File: src/rtl/tlb_op_seq_pkg.sv
// Shared definitions for the TLB operation sequencer: op bit positions,
// FSM states, field widths and the invalidate-op limit.
package tlb_op_seq_pkg;

   localparam int OP_SRCH = 4;
   localparam int OP_RD   = 3;
   localparam int OP_WR   = 2;
   localparam int OP_FILL = 1;
   localparam int OP_INV  = 0;

   localparam int OP_W   = 5;
   localparam int VPPN_W = 19;
   localparam int ASID_W = 10;

   localparam logic [OP_W-1:0] INVOP_MAX = 5'd6;

   typedef enum logic [2:0] {
      ST_IDLE = 3'd0,
      ST_SRCH = 3'd1,
      ST_RD   = 3'd2,
      ST_WR   = 3'd3,
      ST_INV  = 3'd4,
      ST_RESP = 3'd5
   } state_e;

   function automatic logic is_onehot(input logic [OP_W-1:0] v);
      return ($countones(v) == 32'd1);
   endfunction

endpackage

File: src/rtl/tlb_op_seq_rand_idx.sv
// Free-running replacement index for TLB fills; counts every cycle and
// wraps from TLBNUM-1 back to 0.
module tlb_rand_idx #(
   parameter int TLBNUM = 16,
   localparam int IDXW = $clog2(TLBNUM)
) (
   input  logic            clk,
   input  logic            reset,
   output logic [IDXW-1:0] rand_idx
);

   logic [IDXW-1:0] cnt_q;
   logic [IDXW-1:0] cnt_d;

   // next count with explicit wrap so non-power-of-two sizes also work
   always_comb begin
      if (cnt_q == IDXW'(TLBNUM - 1)) begin
         cnt_d = '0;
      end else begin
         cnt_d = cnt_q + IDXW'(1);
      end
   end

   // counter register
   always_ff @(posedge clk or posedge reset) begin
      if (reset) begin
         cnt_q <= '0;
      end else begin
         cnt_q <= cnt_d;
      end
   end

   assign rand_idx = cnt_q;

endmodule

File: src/rtl/tlb_op_seq.sv
// TLB operation sequencer: accepts one request, spends a single cycle on the
// TLB action, then holds a response until it is consumed.
module tlb_op_seq
   import tlb_op_seq_pkg::*;
#(
   parameter int TLBNUM = 16,
   localparam int IDXW = $clog2(TLBNUM)
) (
   input  logic              clk,
   input  logic              reset,
   input  logic              req_valid,
   output logic              req_ready,
   input  logic [OP_W-1:0]   req_op,
   input  logic [OP_W-1:0]   req_invop,
   input  logic [ASID_W-1:0] req_asid,
   input  logic [VPPN_W-1:0] req_va,
   input  logic [IDXW-1:0]   csr_tlbidx_index,
   input  logic [VPPN_W-1:0] csr_tlbehi_vppn,
   input  logic [ASID_W-1:0] csr_asid_asid,
   output logic [VPPN_W-1:0] s_vppn,
   output logic [ASID_W-1:0] s_asid,
   input  logic              s_found,
   input  logic [IDXW-1:0]   s_index,
   output logic              inv_valid,
   output logic [OP_W-1:0]   inv_op,
   output logic [IDXW-1:0]   r_index,
   input  logic              r_e,
   output logic              we,
   output logic [IDXW-1:0]   w_index,
   output logic              done_valid,
   input  logic              done_ready,
   output logic [OP_W-1:0]   done_op,
   output logic              done_found,
   output logic [IDXW-1:0]   done_index,
   output logic              done_re,
   output logic              done_err,
   input  logic              flush
);

   state_e            state_q, state_d;
   logic [OP_W-1:0]   op_q, op_d;
   logic [OP_W-1:0]   invop_q, invop_d;
   logic [ASID_W-1:0] asid_q, asid_d;
   logic [VPPN_W-1:0] va_q, va_d;
   logic [IDXW-1:0]   idx_q, idx_d;
   logic [VPPN_W-1:0] vppn_q, vppn_d;
   logic [ASID_W-1:0] casid_q, casid_d;
   logic [IDXW-1:0]   rnd_q, rnd_d;
   logic              found_q, found_d;
   logic [IDXW-1:0]   index_q, index_d;
   logic              re_q, re_d;
   logic              err_q, err_d;
   logic [IDXW-1:0]   rand_idx;

   tlb_rand_idx #(.TLBNUM(TLBNUM)) u_rand_idx (
      .clk      (clk),
      .reset    (reset),
      .rand_idx (rand_idx)
   );

   // next-state, capture and output decode; flush overrides at the end
   always_comb begin
      state_d  = state_q;
      op_d     = op_q;
      invop_d  = invop_q;
      asid_d   = asid_q;
      va_d     = va_q;
      idx_d    = idx_q;
      vppn_d   = vppn_q;
      casid_d  = casid_q;
      rnd_d    = rnd_q;
      found_d  = found_q;
      index_d  = index_q;
      re_d     = re_q;
      err_d    = err_q;

      req_ready  = 1'b0;
      s_vppn     = '0;
      s_asid     = '0;
      inv_valid  = 1'b0;
      inv_op     = '0;
      r_index    = '0;
      we         = 1'b0;
      w_index    = '0;
      done_valid = 1'b0;
      done_op    = '0;
      done_found = 1'b0;
      done_index = '0;
      done_re    = 1'b0;
      done_err   = 1'b0;

      case (state_q)
         ST_IDLE: begin
            req_ready = ~reset;
            if (req_valid && req_ready && !flush) begin
               op_d    = req_op;
               invop_d = req_invop;
               asid_d  = req_asid;
               va_d    = req_va;
               idx_d   = csr_tlbidx_index;
               vppn_d  = csr_tlbehi_vppn;
               casid_d = csr_asid_asid;
               rnd_d   = rand_idx;
               found_d = 1'b0;
               re_d    = 1'b0;
               index_d = '0;
               err_d   = 1'b0;
               if (!is_onehot(req_op)) begin
                  err_d   = 1'b1;
                  state_d = ST_RESP;
               end else if (req_op[OP_SRCH]) begin
                  state_d = ST_SRCH;
               end else if (req_op[OP_RD]) begin
                  index_d = csr_tlbidx_index;
                  state_d = ST_RD;
               end else if (req_op[OP_WR]) begin
                  index_d = csr_tlbidx_index;
                  state_d = ST_WR;
               end else if (req_op[OP_FILL]) begin
                  index_d = rand_idx;
                  state_d = ST_WR;
               end else begin
                  state_d = ST_INV;
               end
            end else begin
               state_d = ST_IDLE;
            end
         end
         ST_SRCH: begin
            s_vppn  = vppn_q;
            s_asid  = casid_q;
            found_d = s_found;
            index_d = s_index;
            state_d = ST_RESP;
         end
         ST_RD: begin
            r_index = idx_q;
            re_d    = r_e;
            state_d = ST_RESP;
         end
         ST_WR: begin
            we      = 1'b1;
            w_index = op_q[OP_FILL] ? rnd_q : idx_q;
            state_d = ST_RESP;
         end
         ST_INV: begin
            if (invop_q <= INVOP_MAX) begin
               inv_valid = 1'b1;
               inv_op    = invop_q;
               s_asid    = asid_q;
               s_vppn    = va_q;
            end else begin
               err_d = 1'b1;
            end
            state_d = ST_RESP;
         end
         ST_RESP: begin
            done_valid = 1'b1;
            done_op    = op_q;
            done_found = found_q;
            done_index = index_q;
            done_re    = re_q;
            done_err   = err_q;
            if (done_ready) begin
               state_d = ST_IDLE;
            end else begin
               state_d = ST_RESP;
            end
         end
         default: begin
            state_d = ST_IDLE;
         end
      endcase

      // flush kills any side effect this cycle and abandons the operation
      if (flush) begin
         state_d    = ST_IDLE;
         we         = 1'b0;
         inv_valid  = 1'b0;
         done_valid = 1'b0;
      end else begin
         state_d = state_d;
      end
   end

   // state and captured request registers
   always_ff @(posedge clk or posedge reset) begin
      if (reset) begin
         state_q <= ST_IDLE;
         op_q    <= '0;
         invop_q <= '0;
         asid_q  <= '0;
         va_q    <= '0;
         idx_q   <= '0;
         vppn_q  <= '0;
         casid_q <= '0;
         rnd_q   <= '0;
         found_q <= 1'b0;
         index_q <= '0;
         re_q    <= 1'b0;
         err_q   <= 1'b0;
      end else begin
         state_q <= state_d;
         op_q    <= op_d;
         invop_q <= invop_d;
         asid_q  <= asid_d;
         va_q    <= va_d;
         idx_q   <= idx_d;
         vppn_q  <= vppn_d;
         casid_q <= casid_d;
         rnd_q   <= rnd_d;
         found_q <= found_d;
         index_q <= index_d;
         re_q    <= re_d;
         err_q   <= err_d;
      end
   end

endmodule

File: config.mk
export PLATFORM = sky130hd
export DESIGN_NAME = tlb_op_seq
export DESIGN_NICKNAME = d
export VERILOG_FILES = /design/src/rtl/tlb_op_seq_pkg.sv /design/src/rtl/tlb_op_seq_rand_idx.sv /design/src/rtl/tlb_op_seq.sv
export SDC_FILE = /design/constraint.sdc
export NUM_CORES = 1
export LEC_CHECK = 0
export ABC_AREA = 1
export CAP_MARGIN = 30
export CORE_MARGIN = 2
export CORE_UTILIZATION = 46
export CTS_CLUSTER_SIZE = 10
export DETAILED_ROUTE_END_ITERATION = 8
export GPL_ROUTABILITY_DRIVEN = 1
export HOLD_SLACK_MARGIN = 0.15
export MAX_ROUTING_LAYER = met4
export PLACE_DENSITY_LB_ADDON = 0.05
export SLEW_MARGIN = 20
export SYNTH_ARGS = -nofsm -noshare
export SYNTH_HDL_FRONTEND = slang
export SYNTH_SLANG_ARGS = --single-unit
File: constraint.sdc
create_clock -name clk -period 4.1 [get_ports clk]
set_input_delay 0.82 -clock clk [delete_from_list [all_inputs] [get_ports clk]]
set_output_delay 0.82 -clock clk [all_outputs]
set_load 0.005 [all_outputs]
Yosys cells after proc, flatten, opt, wreduce, memory -nomap -nowiden --
Index checks and enable logic that the tools add are counted.
Word-level totals: bits of input ports 83, register bits 90, output and inout bits 58
Cells by class: muxes and demuxes 46, $lt $le $gt $ge 1, bitwise gates (word level) 1, equality and inequality tests 9, add/sub/neg operators 5, reductions and logical operators 12
Operators by type and width (count):
- $mux 4 | 11
- $pmux 19 s2 | 1
- $mux 3 | 8
- $pmux 10 s2 | 1
- $mux 19 | 1
- $mux 1 | 15
- $mux 5 | 3
- $mux 10 | 1
- $pmux 3 s3 | 1
- $pmux 4 s2 | 1
- $eq 3x2->1 const B | 2
- $eq 3x3->1 const B | 2
- $pmux 1 s2 | 3
- $reduce_and 2->1 | 3
- $reduce_bool 2->1 | 3
- $le 5x3->1 const B | 1
- $add 1x1->2 | 2
- $add 3x1->4 | 1
- $add 4x1->4 const B | 1
- $eq 4x1->1 const B | 1
- $eq 4x4->1 const B | 1
- $ne 2x2->1 const B | 2
- $reduce_or 4->1 | 1
- $add 2x2->3 | 1
- 6 further kinds | 7

Logic depth before layout (Yosys ltp) --
word-level depth 8, mapped depth 11, mapped depth without buffers 11

Modules after synthesis --
From an unflattened synthesis, not the netlist that was laid out.
Unflattened totals: cell total of the unflattened synthesis 550, area, all modules 4269.1 um2
Modules (own cells, without submodules):
- tlb_op_seq | area an instance 4102.7 um2, instances 1, cells each 535
- tlb_rand_idx | area an instance 166.4 um2, instances 1, cells each 15

Worst setup path before layout --
OpenSTA, ideal clock, no wires.
path type input to register, from in reset, to reg idx_q[0], setup slack 0.256 ns, arrival 3.718 ns, data required time 3.974 ns, setup time 0.126 ns, buffers on the path 2, stages 6, cells stage by stage inv_1 nand3b_1 nor2_4 buf_6 buf_6 o21ai_0
On the way: word-level cells in the longest chain between the ends 4
Ends and longest elaborated chain:
- start, declared | RTL line tlb_op_seq.sv:10 | input logic reset,
- $not 1->1 | RTL line tlb_op_seq.sv:94 | req_ready = ~reset;
- $logic_and 1x1->1 (2 in a row) | RTL line tlb_op_seq.sv:95 | if (req_valid && req_ready && !flush) begin
- $reduce_and 2->1 (no source line)
- end signal, assigned | RTL line tlb_op_seq.sv:208 | idx_q <= idx_d;
- end, declared | RTL line tlb_op_seq.sv:45 | logic [IDXW-1:0] idx_q, idx_d;
No other way between the ends. A chain may end at the register's enable or synchronous reset.

Final worst setup path --
from reg state_q[2], to out s_vppn[16]
On the way: word-level cells in the longest chain between the ends 2
Ends and longest elaborated chain:
- start, declared | RTL line tlb_op_seq.sv:40 | state_e state_q, state_d;
- start signal, assigned | RTL line tlb_op_seq.sv:203 | state_q <= state_d;
- $eq 3x3->1 / $eq 3x1->1 (equally long branches) | RTL line tlb_op_seq.sv:92 | case (state_q)
- $pmux 19 s2 * | RTL line tlb_op_seq.sv:92
- end, declared | RTL line tlb_op_seq.sv:20 | output logic [VPPN_W-1:0] s_vppn,
Mark *: on every way between the ends. The rest lies on a longest branch, timed or not.

==> results.rst <==
.. list-table::
   :header-rows: 1

   * - Metric
     - Value
   * - Critical hold path startpoint
     - invop_q[4]
   * - Comb power frac
     - 0.278
   * - Net switching power
     - around 0.81 mW
   * - Worst hold path stage count
     - 2
   * - Core Rows
     - 35
   * - Uppermost layer routed
     - met4
   * - Buffers inserted during post-CTS setup optimization
     - 0
   * - Highest clock frequency the design can meet
     - approximately 300 MHz
   * - # nets final
     - ~760
   * - Overall Global Routing Usage
     - 0.217
   * - Crit Path Class
     - flop to output pin
   * - Clock tree from TritonCTS
     - done
   * - Post-route total power
     - about 2.6 mW
   * - Overall die area
     - approximately 10000 um2
   * - Synthesis-to-layout area growth
     - 37.9%
   * - Seq pwr share
     - 0.499
   * - Switching share of power
     - 0.309
   * - Distinct cell type count of the synthesized netlist
     - 24
   * - Routed met3 length
     - between 500 and 600 um
   * - Met1 wire length
     - 4470 um
   * - Boundary pin count
     - 141
   * - Worst-path maximum fanout
     - 28
   * - Routability congestion estimate
     - 0.849
   * - Diodes inserted
     - 0
   * - Clk sinks
     - 90
   * - Required time at the worst-slack endpoint
     - about 3.3 ns
   * - Fill cell total of the finished layout
     - 848
   * - Inserted Clock Buffers
     - 9
   * - Fin crit share
     - 0.808
   * - Max transition margin
     - 0.486
   * - First-pass DRT Iterations
     - 4
   * - Main area contributors after synthesis
     - dfrtp_1 53%, nand2_1 18%, o21ai_0 9.3%
   * - Syn Inst Count
     - ~550
   * - Cell taking the most area after synthesis
     - dfrtp_1
   * - Detail Route met2 WL
     - 5080 um
   * - Status
     - finished clean
   * - Number of DRC markers after the initial detailed-route iteration
     - between 100 and 150
   * - Worst hold path type
     - flop to flop
   * - Worst r2r dst
     - state_q[0]
   * - Reported leakage power
     - around 2.8 nW
   * - Synthesis-stage register bit count
     - 90
   * - Overall overflow remaining after global route
     - 0
   * - Sink of the worst hold path
     - invop_q[4]
   * - Total negative setup slack
     - 0 ns
   * - Bufs on Longest Clock Path
     - 2
   * - Post-synthesis cell area
     - about 4300 um2
   * - Core area
     - roughly 9100 um2
   * - Worst slew pin tran
     - ~0.77 ns
   * - Data arrival time of the worst path
     - 2.49 ns
   * - P per Cell Area
     - about 450 nW/um2
   * - Horiz. Die Dim
     - between 100 and 150 um
   * - Worst R2R Setup Slack
     - around 2.3 ns
   * - Clk_skew
     - ~0.0087 ns
   * - DRC errors left
     - 0
   * - YS warnings
     - 0
   * - Number of failing hold endpoints at the final stage
     - 0
   * - Routed via count divided by cell count
     - around 4.9
   * - Internal power summed over all cells
     - 1.81 mW
   * - Number of violations of the max-capacitance limit
     - 0
   * - WL per Instance
     - 12.9 um
   * - Pin count of the biggest net entering global routing
     - 88
   * - Number of antenna violations at the first check in global routing
     - 0
   * - Unrepaired setup endpoints after global routing
     - false
   * - Post-cts resize count
     - 0
   * - Number of pins exceeding their max-slew limit in the final report
     - 0
   * - Synth top area share
     - 0.530
   * - Height of the die
     - roughly 100 um
   * - Initial cell density of the core
     - 0.467
   * - Antenna viol nets, final
     - 0
   * - Share of layout cells above drive strength 1
     - 0.0381
   * - Setup violation total in the final timing report
     - 0
   * - Average cell area after synthesis
     - 7.78 um2
   * - CP Capture Type
     - output pin
   * - Total routed wirelength
     - ~10000 um
   * - Vias in the first global route
     - 3671
   * - Final min period
     - ~3.3 ns
   * - Register area share after synthesis
     - 0.530
   * - Clock Pin Slew Worst Setup and Hold Paths
     - 0.08 ns
   * - Overall via count from detail_route
     - about 3900
   * - Startpoint types
     - flop
   * - H-tree depth reported by CTS
     - 3
   * - Worst-case vdd ir drop
     - between 200 and 250 uV
   * - Total half-perimeter wirelength after legalization and detailed placement
     - 7230 um
   * - # port buffers
     - roughly 140
   * - Global-route wire length before repair
     - around 17000 um
   * - Number of buffers inserted by hold repair at cts
     - 0
   * - Path depth of the worst reg2reg path
     - 6
   * - Utilization after layout
     - 0.643
   * - Worst r2r src
     - state_q[0]
   * - Cell at the root of the clock tree
     - clkbuf_8
   * - Clock Latency Late Sink
     - 0.35 ns
   * - Clock share of power
     - 0.223
-- kinds of logic after synthesis --
kind of cell / count (synthesis) / synth area share
AO/OA/AOI/OAI: 92 / 0.110
buffers and inverters: 104 / 0.106
flip-flops: 90 / 0.530
XOR/XNOR: 1 / 0.00206
AND/OR/NAND/NOR: 254 / 0.236
adder cells (fa/ha/maj): 4 / 0.0153
other: 1 / 0.000882
-- power by group through the flow --
| stage | clock network [mW] | registers [mW] | logic (mW) |
|---|---|---|---|
| finish | 0.584 | 1.30 | 0.727 |
| global placement | 0 | 1.31 | 0.719 |
| detailed placement | 0 | 1.32 | 0.734 |
| CTS | 0.603 | 1.30 | 0.742 |
| floorplan | 0 | 1.28 | 0.442 |
| global route | 0.637 | 1.34 | 0.843 |
-- registers in the layout, summed over array words and instances, names as in the netlist, 3 cells and up --
| name | count |
|---|---|
| op_q | 5 |
| invop_q | 5 |
| idx_q | 4 |
| asid_q | 10 |
| u_rand_idx.rand_idx | 4 |
| casid_q | 10 |
| vppn_q | 19 |
| index_q | 4 |
| va_q | 19 |
| rnd_q | 4 |
| state_q | 3 |
-- layer usage --
metal,up-vias,global-route usage
met4,0,0.0674
met1,1829,0.274
met5,-,-
met2,112,0.360
met3,9,0.0369
li1,1925,-
-- worst max-delay path, cell delays in order (launching register included) --
cell             delay [ns]
dfrtp_1                0.43
inv_1                  0.14
nand3_1                0.23
inv_1                  0.22
buf_4                  0.35
nand2_1                0.08
o21ai_0                0.13
clkdlybuf4s50_1        0.56
-- synthesized netlist by cell type --
| library cell | n |
|---|---|
| nand2_2 | 1 |
| nor2_4 | 1 |
| nor3_1 | 2 |
| ha_1 | 2 |
| o211ai_1 | 1 |
| conb_1 | 1 |
| buf_6 | 5 |
| nand3_1 | 23 |
| o22ai_1 | 2 |
| nor2_1 | 25 |
| a21oi_1 | 5 |
| nor4_1 | 1 |
| o21ai_1 | 5 |
| nor2_2 | 1 |
| clkbuf_1 | 7 |
| nand2_1 | 199 |
| buf_2 | 13 |
| fa_1 | 2 |
| buf_4 | 2 |
| xor2_1 | 1 |
| dfrtp_1 | 90 |
| nand3b_1 | 1 |
| o21ai_0 | 79 |
| inv_1 | 77 |
-- placed cells by master (no fill, tap or decap), drive strengths merged --
cell	instances
a21oi	5
buf	8
bufinv	1
clkbuf	11
clkdlybuf4s50	138
clkinv	3
clkinvlp	2
conb	2
dfrtp	90
fa	2
ha	2
inv	76
nand2	200
nand3	23
nand3b	1
nor2	27
nor3	2
nor4	1
o211ai	1
o21ai	84
o22ai	2
xor2	1
-- worst max path at each step --
stage / startpoint / endpoint / slack [ns] / cells after the start
after floorplan: reset / idx_q[0] / 0.26 / 6
after global placement: req_op[1] / index_q[3] / 0.61 / 11
after detailed placement: req_op[1] / index_q[3] / 0.50 / 11
after CTS: state_q[2] / s_vppn[16] / 0.77 / 7
after global routing: state_q[2] / s_asid[5] / 0.59 / 7
final: state_q[2] / s_vppn[16] / 0.79 / 7
-- area by class of cell --
class	count	area [um2]	area share
tap	111	139	0.0237
multi-input combinational	353	1550	0.265
clock inverter	5	55.1	0.00940
sequential	90	2250	0.384
inverter	77	290	0.0495
timing repair buffer	146	1440	0.246
clock buffer	11	131	0.0224
-- per-stage QoR --
step | cells | instance area, um2 | setup WS, ns | hold WS [ns]
floorplan | 547 | 4250 | 0.256 | 0.442
global placement | 777 | 5670 | 0.606 | 0.454
detailed placement | 777 | 5670 | 0.503 | 0.458
CTS | 793 | 5860 | 0.773 | 0.479
global route | 793 | 5860 | 0.594 | 0.499
finish | 793 | 5860 | 0.789 | 0.478
(Power assumes the default switching activity.)
